===== config.mk =====
export PLATFORM = sky130hd
export DESIGN_NAME = rx_bit_timer
export DESIGN_NICKNAME = d
export VERILOG_FILES = /design/src/rtl/rx_timer_pkg.sv /design/src/rtl/bit_phase_counter.sv /design/src/rtl/rx_bit_timer.sv
export SDC_FILE = /design/constraint.sdc
export NUM_CORES = 1
export LEC_CHECK = 0
export BUFFER_PORTS_ARGS = -buffer_cell sky130_fd_sc_hd__buf_2
export CORE_UTILIZATION = 49
export CTS_CLUSTER_DIAMETER = 120
export DETAILED_ROUTE_END_ITERATION = 8
export PLACE_DENSITY = 0.69
export SLEW_MARGIN = 5
export SYNTH_ARGS = -nofsm -noshare
export SYNTH_HDL_FRONTEND = slang
export SYNTH_HIERARCHICAL = 1
export SYNTH_SLANG_ARGS = --single-unit

===== constraint.sdc =====
create_clock -name clk -period 4.97 [get_ports clk]
set_input_delay 0.994 -clock clk [delete_from_list [all_inputs] [get_ports clk]]
set_output_delay 0.994 -clock clk [all_outputs]
set_load 0.05 [all_outputs]

===== src/rtl/rx_timer_pkg.sv =====
// Shared types and limits for the RX bit timer.
// The PARITY state exists only when RX_BIT_TIMER_PARITY_EN is defined.
package rx_timer_pkg;

   typedef enum logic [2:0] {
      IDLE,
      START,
      DATA,
`ifdef RX_BIT_TIMER_PARITY_EN
      PARITY,
`endif
      STOP,
      DONE
   } state_t;

   localparam int MIN_PERIOD = 2;
   localparam int MIN_SIZE   = 1;

endpackage


===== src/rtl/bit_phase_counter.sv =====
// Phase counter: runs 1..term, reloads to 1 on the terminal cycle.
// Counts never pass term, so a full-scale term cannot wrap through 0.
module bit_phase_counter #(
   parameter int CNT_W = 14
) (
   input  logic             clk,
   input  logic             clr,
   input  logic             en,
   input  logic [CNT_W-1:0] term,
   output logic             hit
);

   logic [CNT_W-1:0] cnt;

   assign hit = (cnt == term);

   always_ff @(posedge clk) begin
      if (clr)
         cnt <= '0;
      else if (en)
         cnt <= hit ? CNT_W'(1) : cnt + CNT_W'(1);
   end

endmodule


===== src/rtl/rx_bit_timer.sv =====
// Receive bit timer: start/data/stop centre strobes for one packet.
// Parity support is compiled in with RX_BIT_TIMER_PARITY_EN.
module rx_bit_timer
   import rx_timer_pkg::*;
#(
   parameter int CNT_W  = 14,
   parameter int SIZE_W = 4
) (
   input  logic              clk,
   input  logic              rst,
   input  logic              enable_timer,
   input  logic [SIZE_W-1:0] data_size,
   input  logic [CNT_W-1:0]  bit_period,
   input  logic              two_stop,
`ifdef RX_BIT_TIMER_PARITY_EN
   input  logic              parity_en,
   output logic              parity_strobe,
`endif
   output logic              start_strobe,
   output logic              shift_enable,
   output logic              stop_strobe,
   output logic [SIZE_W-1:0] bit_index,
   output logic              packet_done,
   output logic              busy
);

   state_t state, nxt;

   logic [CNT_W-1:0]  p_q, p_in, term;
   logic [SIZE_W-1:0] d_q, d_in, bit_q;
   logic              two_q, stop_q, hit, last_bit;
`ifdef RX_BIT_TIMER_PARITY_EN
   logic              par_q;
`endif

   assign p_in = (bit_period < CNT_W'(MIN_PERIOD)) ?
                 CNT_W'(MIN_PERIOD) : bit_period;
   assign d_in = (data_size < SIZE_W'(MIN_SIZE)) ?
                 SIZE_W'(MIN_SIZE) : data_size;

   // Start bit is sampled half a period in; p_q >= 2 keeps this >= 1
   assign term     = (state == START) ? (p_q >> 1) : p_q;
   assign last_bit = (bit_q == d_q - SIZE_W'(1));

   bit_phase_counter #(.CNT_W(CNT_W)) u_phase (
      .clk  (clk),
      .clr  (rst | ~enable_timer | (state == DONE)),
      .en   ((state != IDLE) | enable_timer),
      .term (term),
      .hit  (hit)
   );

   always_ff @(posedge clk) begin
      if (rst)
         state <= IDLE;
      else
         state <= nxt;
   end

   always_comb begin
      nxt = state;
      if (!enable_timer)
         nxt = IDLE;
      else
         unique case (state)
            IDLE:  nxt = START;
            START: if (hit) nxt = DATA;
            DATA:
               if (hit && last_bit) begin
`ifdef RX_BIT_TIMER_PARITY_EN
                  nxt = par_q ? PARITY : STOP;
`else
                  nxt = STOP;
`endif
               end
`ifdef RX_BIT_TIMER_PARITY_EN
            PARITY: if (hit) nxt = STOP;
`endif
            STOP:
               if (hit && (!two_q || stop_q))
                  nxt = DONE;
            DONE:    nxt = IDLE;
            default: nxt = IDLE;
         endcase
   end

   always_ff @(posedge clk) begin
      if (rst) begin
         p_q   <= CNT_W'(MIN_PERIOD);
         d_q   <= SIZE_W'(MIN_SIZE);
         two_q <= 1'b0;
`ifdef RX_BIT_TIMER_PARITY_EN
         par_q <= 1'b0;
`endif
      end else if (state == IDLE && enable_timer) begin
         p_q   <= p_in;
         d_q   <= d_in;
         two_q <= two_stop;
`ifdef RX_BIT_TIMER_PARITY_EN
         par_q <= parity_en;
`endif
      end
   end

   always_ff @(posedge clk) begin
      if (rst || !enable_timer) begin
         bit_q  <= '0;
         stop_q <= 1'b0;
      end else begin
         if (state != DATA)
            bit_q <= '0;
         else if (hit)
            bit_q <= last_bit ? '0 : bit_q + SIZE_W'(1);
         if (state != STOP)
            stop_q <= 1'b0;
         else if (hit)
            stop_q <= 1'b1;
      end
   end

   always_comb begin
      start_strobe = 1'b0;
      shift_enable = 1'b0;
      stop_strobe  = 1'b0;
      packet_done  = 1'b0;
`ifdef RX_BIT_TIMER_PARITY_EN
      parity_strobe = 1'b0;
`endif
      busy      = (state != IDLE);
      bit_index = (state == DATA) ? bit_q : '0;
      if (enable_timer)
         unique case (state)
            START: start_strobe = hit;
            DATA:  shift_enable = hit;
`ifdef RX_BIT_TIMER_PARITY_EN
            PARITY: parity_strobe = hit;
`endif
            STOP:    stop_strobe = hit;
            DONE:    packet_done = 1'b1;
            default: ;
         endcase
   end

endmodule


==> impl_metrics.yaml <==
synthesis:
  ys_ff_latch: 41
  yosysWarnings: 6
  synth_area_leader_cell: "dfxtp_1"
  synthesis.instances: 275
  synthTopCellsByArea: "dfxtp_1, nand2_1, xnor2_1"
  netlist_area_mm2: 0.00238
  syn_avg_cell_area_um2: 8.65
  synth-async-reset-ratio_pct: 0
  syn-num-nets: 301
  synth_cell_type_count: 45
  ys_seq_area_share_pct: 34.5
  synthFlopType: "dfxtp_1"
  synth_top_area_share_pct: 34.5
  synth_edf_count: 0
finish:
  layout_common_cells: "nand2_1, dfxtp_1, buf_2, a21oi_1, xnor2_1"
  diodes: 0
  regArea_um2: 821
  area_growth_syn_to_layout_pct: 7.83
  fin_nets: 321
  fill_cells: 424
  multi_input_area_mm2: 0.00142
  stdcell_area_mm2: 0.00257
  layout-drive-gt1-share_pct: 21.6
  final_common_cell: "nand2_1"
clock_tree:
  path_clk_slew_ns: 0.08
  h-tree-depth: 2
  cts_tree: "done"
  clkLatencyLatePin_ns: 0.29
  cts_resized: 0
  cts_buffer_depth: 2
  root_buffer: "clkbuf_8"
  post_cts_buffers: 0
  postCtsHoldBufs: 0
  numCtsBuffers: 5
  clock-sinks: 41
placed_design:
  placed_area_mm2: 0.00248
  place.gp.congestion: 0.887
  dp_hpwl_um: 3410
  io_buffers: 30
  place_ws_ns: 1.27
critical_path:
  end_kind: "output pin"
  cp_max_fo: 15
  reg2regPathDepth: 10
  crit_path_start_kind: "flop"
  rr_endpoint: "bit_q[2]"
  critPathArrivalTime_ns: 3.05
  r2r_slack_ns: 1.63
  crit_type: "flop to output pin"
  cp.required_ns: 3.98
  r2r_start: "state[0]"
route:
  totalWireLength_um: 4770
  route.detailed.drc: 0
  final_antenna_net_count: 0
  dr.pass1.iters: 4
  vias: 1922
  routedWlPerCell_um: 13.7
  drt-vias-per-instance: 5.52
  drtIter0Drc: 87
die:
  design.die.area_mm2: 0.00514
  die_h_um: 71.7
  design.core.area_mm2: 0.00450
  boundaryPins: 31
  rows: 24
  initial_core_util_pct: 52.8
  die_w_um: 71.7
sta:
  rsz0062_at_grt: "no"
  setup_ws_ns: 0.927
  setup_violations: 0
  final.setup.tns_ns: 0
  layout_min_cycle_time_ns: 4.04
  slew_headroom_pct: 40.4
  hold_viol_final: 0
  tightest_slew_ns: 0.891
  drv_slew: 0
  fin_skew_ns: 0.0119
  fmax_mhz: 247
  period_share_pct: 81.3
power:
  p_leak_nw: 0.963
  peakVddDrop_v: 0.000143
  power_density_mw_per_mm2: 254
global_route:
  grt_first_pass_wirelength_um: 8220
  grt_max_degree: 28
  use_met2_pct: 33.1
  overflow: 0
  busiest_layer: "met2"
  grtUsageTotal_pct: 20.3
  antenna_found_initial: 0
  gr-usage-met3_pct: 3.80
  grt_pass1_vias: 1787
  grt_util_met1_pct: 26.7
hold_path:
  min_delay_path_depth: 2
  min_from: "p_q[3]"
  hold_end: "p_q[3]"
  hold_path.class: "flop to flop"
flow_run:
  cap_violations: 0
outcome:
  status: "finished clean"
## cell usage after synthesis, types with 3 or more instances
library cell	count
nor2b_1	3
mux2_2	13
nor2_1	11
or3_1	3
nand3_1	6
o21ai_0	3
ha_1	4
xor2_1	9
buf_4	3
nand4_1	9
nor3_1	12
mux2i_1	3
xnor2_1	19
a211oi_1	6
dfxtp_1	41
inv_1	3
and2_1	4
and3_1	8
buf_2	5
nand2_1	48
clkbuf_1	6
a21oi_1	21
buf_6	5
a2111oi_0	4
## cell families after synthesis
logic type	share of synthesized area, %
compound gates	10.9
mux	7.41
flops	34.5
buf+inv	5.78
xor+xnor	11.0
simple gates	28.3
fa+ha+maj	2.10
## power by group
group          switching (mW)  internal (mW)
sequential            0.00974          0.339
clock                   0.111         0.0974
combinational          0.0530         0.0414
total                   0.174          0.477
## cell type report
type	instances	area share [%]
inverter	3	0.439
timing repair buffer	32	6.44
clock inverter	2	0.390
sequential	41	32.0
clock buffer	6	2.83
multi-input combinational	212	55.4
tap	52	2.54
## worst max-delay path by stage
stage                     startpoint          end  slack (ns)  depth (start not counted)
after detailed placement    state[0]  stop_strobe        1.27                          9
after global routing        state[0]  stop_strobe        0.72                          9
after global placement      state[0]  stop_strobe        1.33                          9
after CTS                   state[0]  stop_strobe        0.92                          9
after floorplan             state[0]  stop_strobe        0.24                         11
final                       state[0]  stop_strobe        0.93                          9
## routing by layer
metal | up-vias | part of all wire (%)
li1 | 1001 | -
met1 | 894 | 50
met2 | 23 | 47
met3 | 4 | 2.2
met4 | 0 | 1.1
met5 | - | 0
## worst max-delay path, stage by stage (launching register included)
cell and delay, ns:
dfxtp_1 0.52, nor3b_2 0.23, buf_4 0.23, mux2_2 0.37, xnor2_1 0.20, nand4_2 0.14, nor4_4 0.51, nand2_1 0.09
nor3_1 0.18, buf_2 0.29
## state kept, by name, summed over array words and instances (netlist names)
| name | flops |
|---|---|
| state | 3 |
| p_q | 14 |
| bit_q | 4 |
| u_phase/cnt | 14 |
| stop_q | 1 |
| two_q | 1 |
| d_q | 4 |
## stage by stage
step / hold slack (ns) / cells / utilization, % / power [mW]
floorplan: 0.434 / 275 / - / 0.429
global placement: 0.460 / 340 / 55.1 / 0.450
detailed placement: 0.460 / 340 / 55.1 / 0.451
CTS: 0.471 / 348 / 57.0 / 0.660
global route: 0.497 / 348 / 57.0 / 0.683
finish: 0.467 / 348 / 57.0 / 0.652
No activity file was read; power rests on OpenSTA's default activity.
